==> config.mk <==
export PLATFORM = sky130hd
export DESIGN_NAME = prog_timer_flat
export DESIGN_NICKNAME = d
export VERILOG_FILES = /design/src/rtl/prog_timer_if.sv /design/src/rtl/prog_timer.sv /design/src/flat_wrapper.sv
export SDC_FILE = /design/constraint.sdc
export NUM_CORES = 1
export LEC_CHECK = 0
export ABC_AREA = 1
export CORE_ASPECT_RATIO = 1.25
export CORE_UTILIZATION = 55
export DETAILED_ROUTE_END_ITERATION = 6
export GPL_TIMING_DRIVEN = 0
export PLACE_DENSITY = 0.86
export REMOVE_ABC_BUFFERS = 1
export SYNTH_ARGS = -nofsm -noshare
export SYNTH_HDL_FRONTEND = slang
export SYNTH_SLANG_ARGS = --single-unit
==> constraint.sdc <==
create_clock -name clk -period 4 [get_ports clk]
set_clock_uncertainty 0.05 [all_clocks]
set_input_delay 1 -clock clk [delete_from_list [all_inputs] [get_ports clk]]
set_output_delay 1 -clock clk [all_outputs]
set_load 0.01 [all_outputs]
==> src/rtl/prog_timer_if.sv <==
`default_nettype none
// ============================================================================
// Module      : prog_timer_if
// Description : Control/status bundle for prog_timer. The master drives the
//               start/stop/mode/load controls and the new period value; the
//               slave (the timer) returns the programmed period, the en
//               pulse, run/done status and the pulse counter.
// Ports       : start, stop, oneshot, load, period_in  (master -> slave)
//               period_q, en, running, done, tick_cnt  (slave -> master)
// Revision    : 1.0 - initial release
// ============================================================================
interface prog_timer_if #(
  parameter int WIDTH  = 26,
  parameter int TICK_W = 8
);
  logic              start;
  logic              stop;
  logic              oneshot;
  logic              load;
  logic [WIDTH-1:0]  period_in;
  logic [WIDTH-1:0]  period_q;
  logic              en;
  logic              running;
  logic              done;
  logic [TICK_W-1:0] tick_cnt;

  modport master (
    output start, stop, oneshot, load, period_in,
    input  period_q, en, running, done, tick_cnt
  );

  modport slave (
    input  start, stop, oneshot, load, period_in,
    output period_q, en, running, done, tick_cnt
  );
endinterface
`default_nettype wire

==> src/rtl/prog_timer.sv <==
`default_nettype none
// ============================================================================
// Module      : prog_timer
// Description : Programmable enable timer. Emits a registered one-cycle en
//               pulse every P clocks while running, with a runtime-loadable
//               period, periodic or one-shot mode, start/stop control and a
//               wrapping count of pulses since the last start.
// Ports       : clk  - clock, all logic on posedge
//               rst  - synchronous active-high reset
//               bus  - prog_timer_if.slave control/status bundle
// Revision    : 1.0 - initial release
// ============================================================================
module prog_timer #(
  parameter int          WIDTH          = 26,
  parameter int unsigned DEFAULT_PERIOD = 50_000_000,
  parameter int          TICK_W         = 8
) (
  input  wire logic      clk,
  input  wire logic      rst,
  prog_timer_if.slave    bus
);

  localparam logic [WIDTH-1:0] c_default_period = WIDTH'(DEFAULT_PERIOD);

  typedef enum logic [0:0] {
    ST_IDLE = 1'b0,
    ST_RUN  = 1'b1
  } state_t;

  state_t            state_q,   state_d;
  logic [WIDTH-1:0]  cnt_q,     cnt_d;
  logic [WIDTH-1:0]  active_q,  active_d;   // period in force for current cycle
  logic [WIDTH-1:0]  period_reg_q, period_reg_d;
  logic              oneshot_q, oneshot_d;
  logic              en_q,      en_d;
  logic              running_q, running_d;
  logic              done_q,    done_d;
  logic [TICK_W-1:0] tick_q,    tick_d;

  logic [WIDTH-1:0]  w_eff_period;
  logic              w_terminal;

  // A zero period behaves as one, so the terminal value never underflows.
  assign w_eff_period = (active_q == '0) ? WIDTH'(1) : active_q;
  assign w_terminal   = (cnt_q == (w_eff_period - WIDTH'(1)));

  always_comb begin
    state_d      = state_q;
    cnt_d        = cnt_q;
    active_d     = active_q;
    oneshot_d    = oneshot_q;
    done_d       = done_q;
    tick_d       = tick_q;
    en_d         = 1'b0;
    period_reg_d = bus.load ? bus.period_in : period_reg_q;

    if (bus.stop) begin
      // Stop wins over start and over a coinciding terminal count.
      state_d = ST_IDLE;
      cnt_d   = '0;
    end else if (bus.start) begin
      // (Re)start: a load in the same cycle supplies the first period.
      state_d   = ST_RUN;
      cnt_d     = '0;
      tick_d    = '0;
      done_d    = 1'b0;
      oneshot_d = bus.oneshot;
      active_d  = bus.load ? bus.period_in : period_reg_q;
    end else if (state_q == ST_RUN) begin
      if (w_terminal) begin
        cnt_d    = '0;
        en_d     = 1'b1;
        tick_d   = tick_q + TICK_W'(1);
        // Period loads made mid-run take effect only from here.
        active_d = period_reg_q;
        if (oneshot_q) begin
          done_d  = 1'b1;
          state_d = ST_IDLE;
        end
      end else begin
        cnt_d = cnt_q + WIDTH'(1);
      end
    end else begin
      cnt_d = '0;
    end

    running_d = (state_d == ST_RUN);
  end

  always_ff @(posedge clk) begin
    if (rst) begin
      state_q      <= ST_IDLE;
      cnt_q        <= '0;
      active_q     <= c_default_period;
      period_reg_q <= c_default_period;
      oneshot_q    <= 1'b0;
      en_q         <= 1'b0;
      running_q    <= 1'b0;
      done_q       <= 1'b0;
      tick_q       <= '0;
    end else begin
      state_q      <= state_d;
      cnt_q        <= cnt_d;
      active_q     <= active_d;
      period_reg_q <= period_reg_d;
      oneshot_q    <= oneshot_d;
      en_q         <= en_d;
      running_q    <= running_d;
      done_q       <= done_d;
      tick_q       <= tick_d;
    end
  end

  assign bus.period_q = period_reg_q;
  assign bus.en       = en_q;
  assign bus.running  = running_q;
  assign bus.done     = done_q;
  assign bus.tick_cnt = tick_q;

endmodule
`default_nettype wire

==> src/flat_wrapper.sv <==
// flat-port wrapper written by rule: the top's interface ports become plain ports
module prog_timer_flat 
#(
  parameter int          WIDTH          = 26,
  parameter int unsigned DEFAULT_PERIOD = 50_000_000,
  parameter int          TICK_W         = 8
)
  (clk, rst, bus_start, bus_stop, bus_oneshot, bus_load, bus_period_in, bus_period_q, bus_en, bus_running, bus_done, bus_tick_cnt);
  prog_timer_if #(.WIDTH(WIDTH), .TICK_W(TICK_W)) bus_i ();
  input  wire logic clk;
  input  wire logic rst;
  input wire logic [$bits(bus_i.start)-1:0] bus_start;
  input wire logic [$bits(bus_i.stop)-1:0] bus_stop;
  input wire logic [$bits(bus_i.oneshot)-1:0] bus_oneshot;
  input wire logic [$bits(bus_i.load)-1:0] bus_load;
  input wire logic [$bits(bus_i.period_in)-1:0] bus_period_in;
  output wire logic [$bits(bus_i.period_q)-1:0] bus_period_q;
  output wire logic [$bits(bus_i.en)-1:0] bus_en;
  output wire logic [$bits(bus_i.running)-1:0] bus_running;
  output wire logic [$bits(bus_i.done)-1:0] bus_done;
  output wire logic [$bits(bus_i.tick_cnt)-1:0] bus_tick_cnt;
  assign bus_i.start = bus_start;
  assign bus_i.stop = bus_stop;
  assign bus_i.oneshot = bus_oneshot;
  assign bus_i.load = bus_load;
  assign bus_i.period_in = bus_period_in;
  assign bus_period_q = bus_i.period_q;
  assign bus_en = bus_i.en;
  assign bus_running = bus_i.running;
  assign bus_done = bus_i.done;
  assign bus_tick_cnt = bus_i.tick_cnt;
  prog_timer #(.WIDTH(WIDTH), .DEFAULT_PERIOD(DEFAULT_PERIOD), .TICK_W(TICK_W)) u_core (.clk(clk), .rst(rst), .bus(bus_i));
endmodule
==> results of run 1 <==
## repair_timing
item | CTS | global route
endpoints found under the hold margin | 0 | 0
resized for setup | 3 | 5
gates cloned | 1 | 1
setup buffers | 0 | 1
pin swaps | 1 | 1
setup endpoints to repair | 61 | 54
## worst max-delay path: cells and delay by family
family	cells	cell delay, ns
buf+inv	2	2.15
simple gates	2	0.67
## cells in the mapped netlist, drive strengths merged
master / n
a21o: 2
a21oi: 28
a31oi: 2
and2: 1
and3: 1
buf: 15
clkbuf: 18
clkinv: 1
dfxtp: 90
ha: 3
inv: 73
mux2i: 26
nand2: 186
nand3: 85
nand3b: 6
nand4: 23
nor2: 110
nor3: 22
nor3b: 4
nor4: 4
o21a: 2
o21ai: 29
or2: 1
xnor2: 24
xnor3: 1
xor2: 23
## cells in the final DEF (no fill, tap or decap), drive strengths merged, types with 4 or more instances in the layout
cell type | netlist | layout
nand2 | 186 | 187
nor2 | 110 | 111
dfxtp | 90 | 90
nand3 | 85 | 85
inv | 73 | 75
clkdlybuf4s50 | 0 | 67
o21ai | 29 | 29
a21oi | 28 | 28
mux2i | 26 | 26
xnor2 | 24 | 24
xor2 | 23 | 23
nand4 | 23 | 23
nor3 | 22 | 22
clkbuf | 18 | 10
nand3b | 6 | 6
nor4 | 4 | 4
nor3b | 4 | 4
## flip-flops by register name, indices dropped and copies added, names as in the netlist
name and flops:
u_core.active_q 26, u_core.bus.done 1, u_core.bus.en 1, u_core.bus.period_q 26, u_core.bus.running 1, u_core.bus.tick_cnt 8
u_core.cnt_q 26, u_core.oneshot_q 1
## stage by stage
step	TNS, ns	utilization
global route	0	0.685
floorplan	0	-
global placement	-82.49	0.643
finish	0	0.685
detailed placement	-27.99	0.647
CTS	0	0.681
## routing by layer
layer / vias up / GRT usage / part of all wire
met3: 35 / 0.0383 / 0.057
met1: 2471 / 0.330 / 0.42
li1: 2632 / - / -
met2: 177 / 0.484 / 0.50
met5: - / 0 / 0
met4: 0 / 0.134 / 0.029
## kinds of logic (layout without fill, tap and decap cells)
family                     after synthesis  in the layout  synth area share
adders and majority gates                3              3           0.00707
xor gates and xnor gates                48             48            0.0818
and+or+nand+nor                        443            445             0.374
AOI/OAI and AO/OA                       63             63            0.0618
buffers and inverters                  107            160            0.0867
DFF                                     90             90             0.339
muxes                                   26             26            0.0490
## path summary, 6_finish.rpt
check                     start                     end  slack, ns  depth (start not counted)
max reg2reg  u_core.active_q[1]  u_core.bus.tick_cnt[2]       0.38                         19
min reg2reg     u_core.bus.done         u_core.bus.done       0.41                          2
min             u_core.bus.done         u_core.bus.done       0.41                          2
max                         rst        u_core.cnt_q[15]       0.32                          4
## layout make-up
class / instances / share of cell area
Timing Repair Buffer: 70 / 0.112
Multi-Input combinational cell: 585 / 0.490
Tap cell: 123 / 0.0242
Sequential cell: 90 / 0.284
Inverter: 74 / 0.0439
Clock inverter: 6 / 0.0102
Clock buffer: 10 / 0.0360
## power by group
part	internal [uW]	total [uW]	switching [uW]	leakage, uW
Combinational	134	308	174	0.00165
Clock	487	858	371	0.000143
Sequential	927	960	32.6	0.000735
==> impl_results.html, run 1 <==
<table>
<tr><th>Metric</th><th>Value</th></tr>
<tr><th colspan="2">Drt</th></tr>
<tr><td>Routed vias</td><td>5,315</td></tr>
<tr><td>Detailed-route DRC error count</td><td>0</td></tr>
<tr><td>Iteration count of the initial detailed-routing pass</td><td>7</td></tr>
<tr><td>Wire length after detailed routing</td><td>13.7 mm</td></tr>
<tr><td>Post-DR wirelength/cell</td><td>14.3 um</td></tr>
<tr><td>Detailed Route Iter0 Violations</td><td>355</td></tr>
<tr><td>Post-route ant nets</td><td>0</td></tr>
<tr><td>Vias per std cell</td><td>5.55</td></tr>
<tr><th colspan="2">Floorplan</th></tr>
<tr><td>Die X</td><td>89.9 um</td></tr>
<tr><td>Total number of placement rows</td><td>39</td></tr>
<tr><td>CORE AREA</td><td>9270 sq um</td></tr>
<tr><td>Die Y</td><td>112 um</td></tr>
<tr><td>Number of top-level pins</td><td>69</td></tr>
<tr><td>Die area</td><td>10,000 sq um</td></tr>
<tr><td>Initial core utilization</td><td>0.572</td></tr>
<tr><th colspan="2">GRT</th></tr>
<tr><td>GRT Util Overall</td><td>0.275</td></tr>
<tr><td>Global-route wire length before repair</td><td>22.6 mm</td></tr>
<tr><td>Number of global-route vias before repair</td><td>4,911</td></tr>
<tr><td>Maximum number of pins on one net before global-route repair</td><td>45</td></tr>
<tr><td>Aggregate global routing overflow</td><td>0</td></tr>
<tr><td>Number of antenna violations at the first check in global routing</td><td>0</td></tr>
<tr><th colspan="2">Clock network</th></tr>
<tr><td>Clock insertion delay at the later pin of the skew report</td><td>0.35 ns</td></tr>
<tr><td>TritonCTS clock tree</td><td>built</td></tr>
<tr><td>Count of hold buffers inserted by post-cts repair</td><td>0</td></tr>
<tr><td>Clock-pin slew reported for the worst setup and hold paths after clock tree synthesis</td><td>0.07 ns</td></tr>
<tr><td>Clock buffer depth</td><td>2</td></tr>
<tr><td>Root cell of the clock tree</td><td>sky130_fd_sc_hd__clkbuf_16</td></tr>
<tr><td>Max H-tree Level</td><td>3</td></tr>
<tr><td>CTS sink count</td><td>90</td></tr>
<tr><td>CTS Buf Count</td><td>9</td></tr>
<tr><th colspan="2">STA</th></tr>
<tr><td>Setup repair after global routing missed its margin</td><td>false</td></tr>
<tr><td>Fraction of the cycle the final worst path needs</td><td>0.920</td></tr>
<tr><td>Hold violation total from the final report</td><td>0</td></tr>
<tr><td>Transition time at the pin with the least slew margin</td><td>1.30 ns</td></tr>
<tr><td>Final worst hold slack</td><td>0.414 ns</td></tr>
<tr><td>Max-slew violation count</td><td>0</td></tr>
<tr><td>Setup-failing EPs final</td><td>0</td></tr>
<tr><td>Min Clock Period, post-route</td><td>3.68 ns</td></tr>
<tr><td>Max Freq</td><td>0.272 GHz</td></tr>
<tr><td>Final worst slack</td><td>0.319 ns</td></tr>
<tr><td>Slew headroom</td><td>0.134</td></tr>
<tr><th colspan="2">Place</th></tr>
<tr><td>Global placer's final weighted congestion</td><td>0.912</td></tr>
<tr><td>Placed inst area</td><td>6000 sq um</td></tr>
<tr><td>Total placed cells including tap cells</td><td>939</td></tr>
<tr><td>DP Wirelength</td><td>9.59 mm</td></tr>
<tr><td>Number of port buffers</td><td>68</td></tr>
<tr><td>Post-Place Setup Slack</td><td>-0.774 ns</td></tr>
<tr><th colspan="2">Finish</th></tr>
<tr><td>NumNets Final</td><td>865</td></tr>
<tr><td>Share of cells above drive strength 1</td><td>0.0563</td></tr>
<tr><td>Multi-input gate area</td><td>3110 sq um</td></tr>
<tr><td>Antenna cell count</td><td>0</td></tr>
<tr><td>Synth-to-layout area growth</td><td>19.7%</td></tr>
<tr><td>Post-route cell area</td><td>6350 sq um</td></tr>
<tr><td>Fillers</td><td>771</td></tr>
<tr><td>Storage element area</td><td>1800 sq um</td></tr>
<tr><td>Non-filler cells, final</td><td>958</td></tr>
<tr><th colspan="2">Pwr</th></tr>
<tr><td>Worst-case vdd ir drop</td><td>0.252 mV</td></tr>
<tr><td>Lkg Pwr</td><td>0.00253 uW</td></tr>
<tr><td>Total power of the final layout</td><td>2130 uW</td></tr>
<tr><td>Power Dens Cells</td><td>335 nW/um^2</td></tr>
<tr><th colspan="2">Setup path</th></tr>
<tr><td>Startpoint types</td><td>primary input</td></tr>
<tr><td>Worst Path Max Fanout</td><td>34</td></tr>
<tr><td>Maximum cell stage delay along the critical path</td><td>1.33 ns</td></tr>
<tr><td>Required time at the worst-slack endpoint</td><td>4.17 ns</td></tr>
<tr><td>Data arrival time of the critical path</td><td>3.85 ns</td></tr>
<tr><td>Critical Path Slowest Stage Cell</td><td>sky130_fd_sc_hd__clkdlybuf4s50_1</td></tr>
<tr><td>Cells along the critical path</td><td>clkdlybuf4s50_1, clkinv_2, nand4_4, nor3_1</td></tr>
<tr><td>Worst setup EP type</td><td>flop</td></tr>
<tr><td>Category of the most critical setup path</td><td>primary input to flop</td></tr>
<tr><th colspan="2">Logic synthesis</th></tr>
<tr><td>Share of Yosys cell area claimed by the top area cell type</td><td>0.339</td></tr>
<tr><td>Cell Area, Synth</td><td>5310 sq um</td></tr>
<tr><td>Cells after synthesis</td><td>780</td></tr>
<tr><td>Number of distinct standard cells referenced by the synthesized netlist</td><td>37</td></tr>
<tr><td>Post-synth top area cell</td><td>sky130_fd_sc_hd__dfxtp_1</td></tr>
<tr><td>Total of flip-flops plus latches after synthesis</td><td>90</td></tr>
<tr><td>Syn_area_per_cell</td><td>6.80 sq um</td></tr>
<tr><td>Largest cells by area after synthesis</td><td>sky130_fd_sc_hd__dfxtp_1, sky130_fd_sc_hd__nand2_1, sky130_fd_sc_hd__nand3_1</td></tr>
<tr><td>Sequential cell area fraction in the yosys report</td><td>0.339</td></tr>
<tr><td>Yosys synthesis warning count</td><td>0</td></tr>
<tr><th colspan="2">Run</th></tr>
<tr><td>Max-cap violations</td><td>0</td></tr>
<tr><th colspan="2">Worst hold path</th></tr>
<tr><td>HP Class</td><td>flop to flop</td></tr>
<tr><th colspan="2">Outcome</th></tr>
<tr><td>Outcome</td><td>finished clean</td></tr>
</table>
No activity file was read; power rests on OpenSTA's default activity.
==> run 2: changes to the inputs <==
ABC_CLOCK_PERIOD_IN_PS = 4000   (was unset)
==> results of run 2 <==
No change in the layout: final DEF, timing and power equal those of run 1.
==> run 3: changes to the inputs <==
MAX_ROUTING_LAYER = met4   (was unset)
==> impl_results.html, run 3 (synthesis gave the netlist of run 1 again) <==
<table>
<tr><th>Metric</th><th>Value</th></tr>
<tr><th colspan="2">Floorplan</th></tr>
<tr><td>Die X</td><td>89.9 um (unchanged)</td></tr>
<tr><td>Die Y</td><td>112 um (unchanged)</td></tr>
<tr><td>Number of top-level pins</td><td>69 (unchanged)</td></tr>
<tr><td>Total number of placement rows</td><td>39 (unchanged)</td></tr>
<tr><td>CORE AREA</td><td>9270 sq um (unchanged)</td></tr>
<tr><td>Die area</td><td>10,000 sq um (unchanged)</td></tr>
<tr><td>Initial core utilization</td><td>0.572 (unchanged)</td></tr>
<tr><th colspan="2">STA</th></tr>
<tr><td>Setup repair after global routing missed its margin</td><td>false</td></tr>
<tr><td>Slew headroom</td><td>0.140 (+0.00629)</td></tr>
<tr><td>Max-slew violation count</td><td>0 (unchanged)</td></tr>
<tr><td>Hold violation total from the final report</td><td>0 (unchanged)</td></tr>
<tr><td>Fraction of the cycle the final worst path needs</td><td>0.925 (+0.00494)</td></tr>
<tr><td>Final worst slack</td><td>0.299 ns (-0.0198 ns)</td></tr>
<tr><td>Setup TNS after final layout</td><td>0 ns (unchanged)</td></tr>
<tr><td>Transition time at the pin with the least slew margin</td><td>1.29 ns (-0.00940 ns)</td></tr>
<tr><td>Min Clock Period, post-route</td><td>3.70 ns (+0.0198 ns)</td></tr>
<tr><td>Setup-failing EPs final</td><td>0 (unchanged)</td></tr>
<tr><td>Max Freq</td><td>0.270 GHz (-0.53%)</td></tr>
<tr><th colspan="2">Clock network</th></tr>
<tr><td>Max H-tree Level</td><td>3 (unchanged)</td></tr>
<tr><td>Root cell of the clock tree</td><td>sky130_fd_sc_hd__clkbuf_16</td></tr>
<tr><td>TritonCTS clock tree</td><td>built</td></tr>
<tr><td>Count of hold buffers inserted by post-cts repair</td><td>0 (unchanged)</td></tr>
<tr><td>CTS Buf Count</td><td>9 (unchanged)</td></tr>
<tr><td>Clock buffer depth</td><td>2 (unchanged)</td></tr>
<tr><td>CTS sink count</td><td>90 (unchanged)</td></tr>
<tr><td>Clock-pin slew reported for the worst setup and hold paths after clock tree synthesis</td><td>0.06 ns (about the same)</td></tr>
<tr><td>Clock insertion delay at the later pin of the skew report</td><td>0.35 ns (about the same)</td></tr>
<tr><th colspan="2">Outcome</th></tr>
<tr><td>Outcome</td><td>finished clean</td></tr>
<tr><th colspan="2">Place</th></tr>
<tr><td>DP Wirelength</td><td>9.71 mm (+1.2%)</td></tr>
<tr><td>Post-Place Setup Slack</td><td>-0.784 ns (-0.00980 ns)</td></tr>
<tr><td>Global placer's final weighted congestion</td><td>0.924 (+1.3%)</td></tr>
<tr><td>Number of port buffers</td><td>68 (unchanged)</td></tr>
<tr><td>Placed inst area</td><td>6000 sq um (unchanged)</td></tr>
<tr><th colspan="2">Drt</th></tr>
<tr><td>Routed vias</td><td>5,301 (-0.26%)</td></tr>
<tr><td>Vias per std cell</td><td>5.53 (-0.26%)</td></tr>
<tr><td>Wire length after detailed routing</td><td>13.7 mm (+0.32%)</td></tr>
<tr><td>Detailed-route DRC error count</td><td>0 (unchanged)</td></tr>
<tr><td>Post-DR wirelength/cell</td><td>14.3 um (+0.32%)</td></tr>
<tr><td>Detailed Route Iter0 Violations</td><td>371 (+4.5%)</td></tr>
<tr><td>Post-route ant nets</td><td>0 (unchanged)</td></tr>
<tr><td>Iteration count of the initial detailed-routing pass</td><td>5 (-2)</td></tr>
<tr><th colspan="2">GRT</th></tr>
<tr><td>Maximum number of pins on one net before global-route repair</td><td>45 (unchanged)</td></tr>
<tr><td>Number of antenna violations at the first check in global routing</td><td>0 (unchanged)</td></tr>
<tr><td>GRT Util Overall</td><td>0.282 (+0.00657)</td></tr>
<tr><td>Number of global-route vias before repair</td><td>4,900 (-0.22%)</td></tr>
<tr><td>Aggregate global routing overflow</td><td>0 (unchanged)</td></tr>
<tr><td>Global-route wire length before repair</td><td>22.5 mm (-0.64%)</td></tr>
<tr><th colspan="2">Setup path</th></tr>
<tr><td>Worst Path Max Fanout</td><td>34 (unchanged)</td></tr>
<tr><td>Required time at the worst-slack endpoint</td><td>4.17 ns (about the same)</td></tr>
<tr><td>Flop2flop setup slack</td><td>0.39 ns (about the same)</td></tr>
<tr><td>Startpoint types</td><td>primary input</td></tr>
<tr><td>Data arrival time of the critical path</td><td>3.87 ns (+0.02 ns)</td></tr>
<tr><td>Worst setup EP type</td><td>flop</td></tr>
<tr><td>Category of the most critical setup path</td><td>primary input to flop</td></tr>
<tr><th colspan="2">Finish</th></tr>
<tr><td>NumNets Final</td><td>866 (+0.12%)</td></tr>
<tr><td>Post-route cell area</td><td>6400 sq um (+0.69%)</td></tr>
<tr><td>Synth-to-layout area growth</td><td>20.5%</td></tr>
<tr><td>Share of cells above drive strength 1</td><td>0.0587 (+0.00240)</td></tr>
<tr><td>Most frequent cells in the layout</td><td>sky130_fd_sc_hd__nand2_1, sky130_fd_sc_hd__nor2_1, sky130_fd_sc_hd__dfxtp_1</td></tr>
<tr><td>Leading cell type in the layout, fill and taps excluded</td><td>sky130_fd_sc_hd__nand2_1</td></tr>
<tr><td>Storage element area</td><td>1800 sq um (unchanged)</td></tr>
<tr><td>Multi-input gate area</td><td>3120 sq um (+0.16%)</td></tr>
<tr><td>Antenna cell count</td><td>0 (unchanged)</td></tr>
<tr><td>Fillers</td><td>787 (+2.1%)</td></tr>
<tr><td>Final core area utilization</td><td>0.690 (+0.00472)</td></tr>
<tr><th colspan="2">Run</th></tr>
<tr><td>Max-cap violations</td><td>0 (unchanged)</td></tr>
<tr><th colspan="2">Pwr</th></tr>
<tr><td>Lkg Pwr</td><td>0.00256 uW (+1.1%)</td></tr>
<tr><td>Power Dens Cells</td><td>345 nW/um^2 (+3.1%)</td></tr>
<tr><td>Worst-case vdd ir drop</td><td>0.283 mV (+12%)</td></tr>
<tr><td>Total power of the final layout</td><td>2210 uW (+3.9%)</td></tr>
<tr><th colspan="2">Worst hold path</th></tr>
<tr><td>HP Class</td><td>flop to flop</td></tr>
</table>
-- run 3: cell types whose count changed in the layout (fill, tap and decap cells not counted) --
cell	before	now
sky130_fd_sc_hd__nand3_1	85	84
sky130_fd_sc_hd__clkinv_2	3	1
sky130_fd_sc_hd__clkinv_4	0	2
sky130_fd_sc_hd__buf_4	1	2
sky130_fd_sc_hd__inv_8	0	2
sky130_fd_sc_hd__inv_6	2	0
sky130_fd_sc_hd__bufinv_16	1	2
sky130_fd_sc_hd__clkbuf_1	1	0
sky130_fd_sc_hd__nand3_2	0	1
sky130_fd_sc_hd__clkinvlp_4	1	0
-- run 3: per-layer routing --
| metal | part of all wire | track usage | up-vias | routed length, um |
|---|---|---|---|---|
| met3 | 0.049 | 0.0471 | 39 | 668 |
| li1 | - | - | 2629 | - |
| met2 | 0.50 | 0.485 | 152 | 6860 |
| met5 | 0 | - | - | 0 |
| met1 | 0.42 | 0.328 | 2481 | 5820 |
| met4 | 0.027 | 0.111 | 0 | 365 |
-- run 3: worst max-delay path, stage by stage --
cell and delay [ns]:
sky130_fd_sc_hd__clkdlybuf4s50_1 1.32, sky130_fd_sc_hd__clkinv_2 0.83, sky130_fd_sc_hd__nand4_4 0.59, sky130_fd_sc_hd__nor2_1 0.10
-- run 3: worst paths after layout --
| path | from | end | cells after the start |
|---|---|---|---|
| setup / recovery | rst | u_core.cnt_q[1] | 4 |
| hold / removal | u_core.bus.done | u_core.bus.done | 2 |
| setup reg to reg | u_core.active_q[6] | u_core.bus.tick_cnt[6] | 19 |
| hold reg to reg | u_core.bus.done | u_core.bus.done | 2 |
-- run 3: what timing repair did --
item,CTS,global route
setup buffers,0,2
pin swaps,1,2
endpoints found under the setup margin,61,53
gates cloned,1,1
gates resized for setup,3,6
-- run 3: cell type report --
cell class              count  area share
flip-flops and latches     90       0.282
well taps                 123      0.0241
repair buffers             71       0.112
clock inverters             6      0.0156
inverters                  74      0.0436
clock buffers               9      0.0352
multi-input cells         585       0.487
-- run 3: metrics by stage --
step / std cells / hold WS, ns
2_1_floorplan: 747 / 0.391
3_3_place_gp: 938 / 0.388
3_5_place_dp: 939 / 0.400
4_1_cts: 955 / 0.412
5_1_grt: 958 / 0.437
6_report: 958 / 0.410
-- run 3: power breakdown --
group          internal, uW  switching, uW  leakage, uW
Combinational           135            176      0.00167
Clock                   555            381     0.000160
Sequential              927           33.1     0.000735
